### config.mk
export PLATFORM = sky130hd
export DESIGN_NAME = jk_excitation_driver
export DESIGN_NICKNAME = d
export VERILOG_FILES = /design/src/rtl/jk_excitation_driver.sv
export SDC_FILE = /design/constraint.sdc
export NUM_CORES = 1
export LEC_CHECK = 0
export ABC_AREA = 1
export CAP_MARGIN = 20
export CORE_UTILIZATION = 49
export DETAILED_ROUTE_END_ITERATION = 10
export GPL_TIMING_DRIVEN = 0
export PLACE_DENSITY_LB_ADDON = 0.15
export SYNTH_ARGS = -nofsm -noshare
export SYNTH_HDL_FRONTEND = slang
export SYNTH_SLANG_ARGS = --single-unit
### constraint.sdc
create_clock -name clk -period 2.45 [get_ports clk]
set_clock_uncertainty 0.1 [all_clocks]
set_input_delay 0.6125 -clock clk [delete_from_list [all_inputs] [get_ports clk]]
set_output_delay 0.6125 -clock clk [all_outputs]
set_load 0.1 [all_outputs]
### src/rtl/jk_excitation_driver.sv
// jk_excitation_driver: takes a target word and drives the J/K inputs of
// WIDTH external JK flip-flops for exactly one clock edge so that their q
// outputs become that target. One edge later it reads q_fb back and reports
// done (match) or err (mismatch). It keeps a saturating 8-bit count of errors.
//
// Handshake: a target transfers on a rising edge where in_valid && in_ready.
// in_ready is high only in IDLE. in_valid does not need to be held after the
// transfer, and in_valid/in_target are ignored while busy.
module jk_excitation_driver #(
    parameter int WIDTH      = 4,
    parameter bit USE_TOGGLE = 1'b0
) (
    input  logic             clk,
    input  logic             rst_n,
    input  logic             in_valid,
    output logic             in_ready,
    input  logic [WIDTH-1:0] in_target,
    input  logic [WIDTH-1:0] q_fb,
    output logic [WIDTH-1:0] j,
    output logic [WIDTH-1:0] k,
    output logic             done,
    output logic             err,
    output logic [7:0]       err_count,
    output logic [1:0]       dbg_state
);

    typedef enum logic [1:0] {
        S_IDLE  = 2'd0,
        S_DRIVE = 2'd1,
        S_CHECK = 2'd2
    } state_t;

    state_t           r_state;
    state_t           w_state_nxt;
    logic [WIDTH-1:0] r_tgt;
    logic [WIDTH-1:0] w_tgt_nxt;
    logic [WIDTH-1:0] r_j;
    logic [WIDTH-1:0] w_j_nxt;
    logic [WIDTH-1:0] r_k;
    logic [WIDTH-1:0] w_k_nxt;
    logic             r_done;
    logic             w_done_nxt;
    logic             r_err;
    logic             w_err_nxt;
    logic [7:0]       r_err_count;
    logic [7:0]       w_err_count_nxt;
    logic [WIDTH-1:0] w_diff;

    // Bits that must change to reach the offered target.
    assign w_diff = q_fb ^ in_target;

    // State and all registered outputs. Reset clears J/K at once, so the
    // driven flip-flops hold their value. Any pending target is dropped.
    always_ff @(posedge clk or negedge rst_n) begin
        if (!rst_n) begin
            r_state     <= S_IDLE;
            r_tgt       <= '0;
            r_j         <= '0;
            r_k         <= '0;
            r_done      <= 1'b0;
            r_err       <= 1'b0;
            r_err_count <= 8'd0;
        end else begin
            r_state     <= w_state_nxt;
            r_tgt       <= w_tgt_nxt;
            r_j         <= w_j_nxt;
            r_k         <= w_k_nxt;
            r_done      <= w_done_nxt;
            r_err       <= w_err_nxt;
            r_err_count <= w_err_count_nxt;
        end
    end

    // Next-state logic. J/K are non-zero only for the one cycle spent in
    // DRIVE, and done/err are mutually exclusive pulses when CHECK ends.
    always_comb begin
        w_state_nxt     = r_state;
        w_tgt_nxt       = r_tgt;
        w_j_nxt         = '0;
        w_k_nxt         = '0;
        w_done_nxt      = 1'b0;
        w_err_nxt       = 1'b0;
        w_err_count_nxt = r_err_count;
        case (r_state)
            S_IDLE: begin
                if (in_valid) begin
                    w_tgt_nxt = in_target;
                    if (USE_TOGGLE) begin
                        w_j_nxt = w_diff;
                        w_k_nxt = w_diff;
                    end else begin
                        w_j_nxt = w_diff & in_target;
                        w_k_nxt = w_diff & ~in_target;
                    end
                    w_state_nxt = S_DRIVE;
                end
            end
            S_DRIVE: begin
                // Always exactly one cycle, even when nothing changes.
                w_state_nxt = S_CHECK;
            end
            S_CHECK: begin
                if (q_fb == r_tgt) begin
                    w_done_nxt = 1'b1;
                end else begin
                    w_err_nxt = 1'b1;
                    if (r_err_count != 8'hFF) begin
                        w_err_count_nxt = r_err_count + 8'd1;
                    end
                end
                w_state_nxt = S_IDLE;
            end
            default: begin
                w_state_nxt = S_IDLE;
            end
        endcase
    end

    assign in_ready  = (r_state == S_IDLE);
    assign j         = r_j;
    assign k         = r_k;
    assign done      = r_done;
    assign err       = r_err;
    assign err_count = r_err_count;
    assign dbg_state = r_state;

endmodule
Yosys cells after proc, flatten, opt, wreduce, memory -nomap -nowiden:

Cells that the tools add are included.

* word-level logic and storage cells: 31
* flip-flop bits (word level): 24
* output and inout bits: 21
* bits of input ports: 11

* reduce and logical (&&, ||, !) cells: 3
* eq/ne operators: 5
* bitwise operators: 5
* muxes and demuxes: 10
* $add $sub $neg: 1

Operators by type and width (count)
* 2-to-1 mux 4 bit: 4
* adder 8 x 1 -> 8 bit, second input constant: 1
* AND 4 bit: 2
* inequality test 8 bit, second input constant: 1
* equality test 4 bit: 1
* 2-to-1 mux 1 bit: 4
* inverter 4 bit: 1
* one-hot mux 2 bit (2 select lines): 1
* bitwise XOR 4 bit: 1
* AND reduction 3 bit: 1
* equality test 2 x 1 -> 1 bit, second input constant: 1
* equality test 2 bit, second input constant: 1
* zero test 2 bit: 1
* 2-to-1 mux 2 bit: 1
* inequality test 2 bit, second input constant: 1
* AND reduction 2 bit: 1
* inverter 1 bit: 1

Longest topological paths before layout:

* word-level depth: 4
* gate-level depth with buffers: 8
* mapped depth without buffers: 8

Least setup slack after synthesis:

OpenSTA, ideal clock, no wires.

* path kind: reg2reg
* start point: reg r_state[0] (netlist: dbg_state[0])
* end point: reg r_tgt[0]
* path slack: -617 ps
* clock period less this slack: 3067 ps
* library setup time: 83 ps
* cell stages (with the launch flop): 6
* data required time: 2267 ps
* buffers on the path: 0
* data arrival time: 2884 ps
* path through: dfrtp_1 -> nor2_1 -> nand2_1 -> inv_2 -> nand2_1 -> o21ai_0

* word-level cells in the longest chain between the ends: 2

Ends and longest elaborated chain
* start: declaration: RTL line 33 `state_t r_state;`
* start signal: assignment: RTL line 64 `r_state <= w_state_nxt;`
* zero test 2 bit
* via in_ready: RTL line 16 `output logic in_ready,`
* AND reduction 2 bit (no source line)
* end signal: assignment: RTL line 65 `r_tgt <= w_tgt_nxt;`
* end: declaration: RTL line 35 `logic [WIDTH-1:0] r_tgt;`

The timed path passes the listed nets, and every way through them passes these cells.
A chain may end at the register's enable or synchronous reset.

Worst setup path in the final report:

* start point: reg r_state[0] (netlist: dbg_state[0])
* end point: out dbg_state[0]

RTL lines
* end: declaration: RTL line 24 `output logic [1:0] dbg_state`

No word-level cell between the ends.

==> flow_metrics.tcl <==
set metrics [dict create \
    hold_viol 0 \
    synth_top_cells_by_area "dfrtp_1 (54%), nand2_1 (14%), nand4_1 (5.1%)" \
    initial_core_util_pct 54.0 \
    clkSinkCount 24 \
    synthMostInstantiatedCell "nand2_1" \
    fp-row-count 16 \
    synthArstFlopShare_pct 100 \
    areaGrowthSynthToFinish_pct 32.6 \
    synthFlopType "dfrtp_1" \
    overflow 0 \
    synth_cell_types 17 \
    slew_violations 0 \
    rsz0062_at_grt "false" \
    wirelength_um 2250 \
    setup_viol_count_final 0 \
    synth_edf_count 0 \
    root_buffer "clkbuf_4" \
    finalCritPeriodShare_pct 97.5 \
    p_leak_nw 0.816 \
    netlist_instances 127 \
    num_antenna_cells 0 \
    insertion_delay_ps 310 \
    post-route-util_pct 71.6 \
    cts_buffers 3 \
    coreArea_mm2 0.00204 \
    synth_common_cells "nand2_1 (42), dfrtp_1 (24), inv_1 (13)" \
    hold_path.class "in2async" \
    post_cts_buffers 0 \
    dieArea_mm2 0.00244 \
    die_h_um 49.4 \
    grt_use_total_pct 21.9 \
    postSynthAreaPerCell_um2 8.68 \
    htreeDepth 1 \
    fin_tns_setup_ps 0 \
    place_ws_ps 56.5 \
    ys_ff_latch 24 \
    place_inst 185 \
    status "finished, final reports clean" \
    clk_pin_slew_worst_paths_ps 120 \
    ctsHoldBuffers 0 \
    stdcell_area_mm2 0.00146 \
    crit_family "buffers and inverters" \
    fin_hold_ws_ps 420 \
    antenna_found_initial 0 \
    worstPathArrival_ps 1680 \
    dp_hpwl_um 1640 \
    total_power_mw 1.26 \
    yosys.area.top_type "dfrtp_1" \
    synth_top_area_share_pct 54.5 \
    dieWidth_um 49.4 \
    critPathSlowestCell "dlygate4sd2_1" \
    grt_pass1_vias 949 \
    ant_nets 0 \
    drc 0 \
    drtIter0Drc 10 \
    cp-end-kind "output pin" \
    dr_total_vias 982 \
    fillers 170 \
    numPortBuffers 31 \
    place_congestion 0.761 \
    drt_first_pass_iters 4 \
    cp.required_ps 1740 \
    syn_area_mm2 0.00110 \
    regArea_um2 601 \
    critPathMaxFanout 5 \
    layout-drive-gt1-share_pct 11.1 \
    avgViaCountPerCell 5.20 \
    wl_per_cell_um 11.9 \
    synth-seq-area-share_pct 54.5 \
    critPathKind "reg2out" \
    worst_pin_slew_ps 963 \
    path_cells "dlygate4sd2_1" \
    path_buf_inv 1 \
    nets 176 \
    synth_nets 139 \
    max_slew_margin_pct 36.0 \
    grt_max_degree 25 \
    cp-start-kind "register" \
    grt_pass1_wl_um 3970 \
    fin_ws_ps 61.5 \
    dpl_cell_area_mm2 0.00145 \
    peakVddDrop_v 0.000651 \
    min_period_ps 2390 \
    clockBufferDepth 2 \
    multi_input_area_um2 445 \
    io_pins 32 \
    pwr_density_cell_mw_per_mm2 865 \
    yosysWarnings 0 \
    fmax_mhz 419 \
    max_stage_delay_ps 890 \
    final_cell_count_no_fill 189 \
    drv_cap 0 \
    tritoncts "built" \
]
-- layout by cell type (no fill, tap or decap), types with 3 or more instances in the layout --
cell / count
clkbuf_4: 3
clkdlybuf4s50_1: 10
dfrtp_1: 24
dlygate4sd2_1: 20
inv_1: 13
inv_2: 4
nand2_1: 42
nand3b_1: 3
nand4_1: 9
nor2_1: 7
nor2_2: 3
nor3_1: 5
o21ai_0: 6
-- metal layers --
layer  wire (um)  track usage [%]
met5           0                0
met4          90             15.2
met3          85             3.74
met2        1140             37.2
met1         925             24.9
-- timing repair --
action,CTS,global route
gates resized for setup,22,1
setup endpoints to repair,21,1
pin swaps,0,0
hold endpoints to repair,0,0
-- report_power, final --
group          leakage [nW]  switching (mW)  internal (mW)
logic                 0.483           0.471          0.118
clock network        0.0138           0.113         0.0576
registers             0.319          0.0529          0.452
total                 0.816           0.637          0.627
-- cells by family (layout without fill, tap and decap cells) --
kind of cell             after synthesis  after routing  share of synthesized area (%)
AND/OR/NAND/NOR                       77             77                           34.4
flip-flops                            24             24                           54.5
buffers and inverters                 17             52                           5.79
AO/OA/AOI/OAI                          7              7                           3.41
adder cells (fa/ha/maj)                1              1                           1.13
XOR/XNOR                               1              1                          0.795
-- registers in the layout, summed over array words and instances (netlist names) --
register	cells
dbg_state	2
done	1
err	1
err_count	8
j	4
k	4
r_tgt	4
-- cell type report --
type / count / share of cell area (%)
clock buffers: 3 / 1.54
multi-input cells: 86 / 30.5
flip-flops and latches: 24 / 41.1
repair buffers: 32 / 20.2
inverters: 17 / 4.37
well taps: 27 / 2.31
-- worst paths after layout --
| path | endpoint | start | cells after the start | slack [ps] |
|---|---|---|---|---|
| worst max register to register | err_count[5] | err_count[0] | 7 | 890 |
| worst max-delay path | dbg_state[0] | dbg_state[0] | 1 | 60 |
| min in group clk | dbg_state[1] | dbg_state[1] | 1 | 440 |
| worst min register to register | dbg_state[1] | dbg_state[1] | 1 | 440 |
| worst min-delay path | err_count[4] | rst_n | 1 | 420 |
| max in group asynchronous | err_count[0] | rst_n | 2 | 1420 |
No activity file was read; power rests on OpenSTA's default activity.
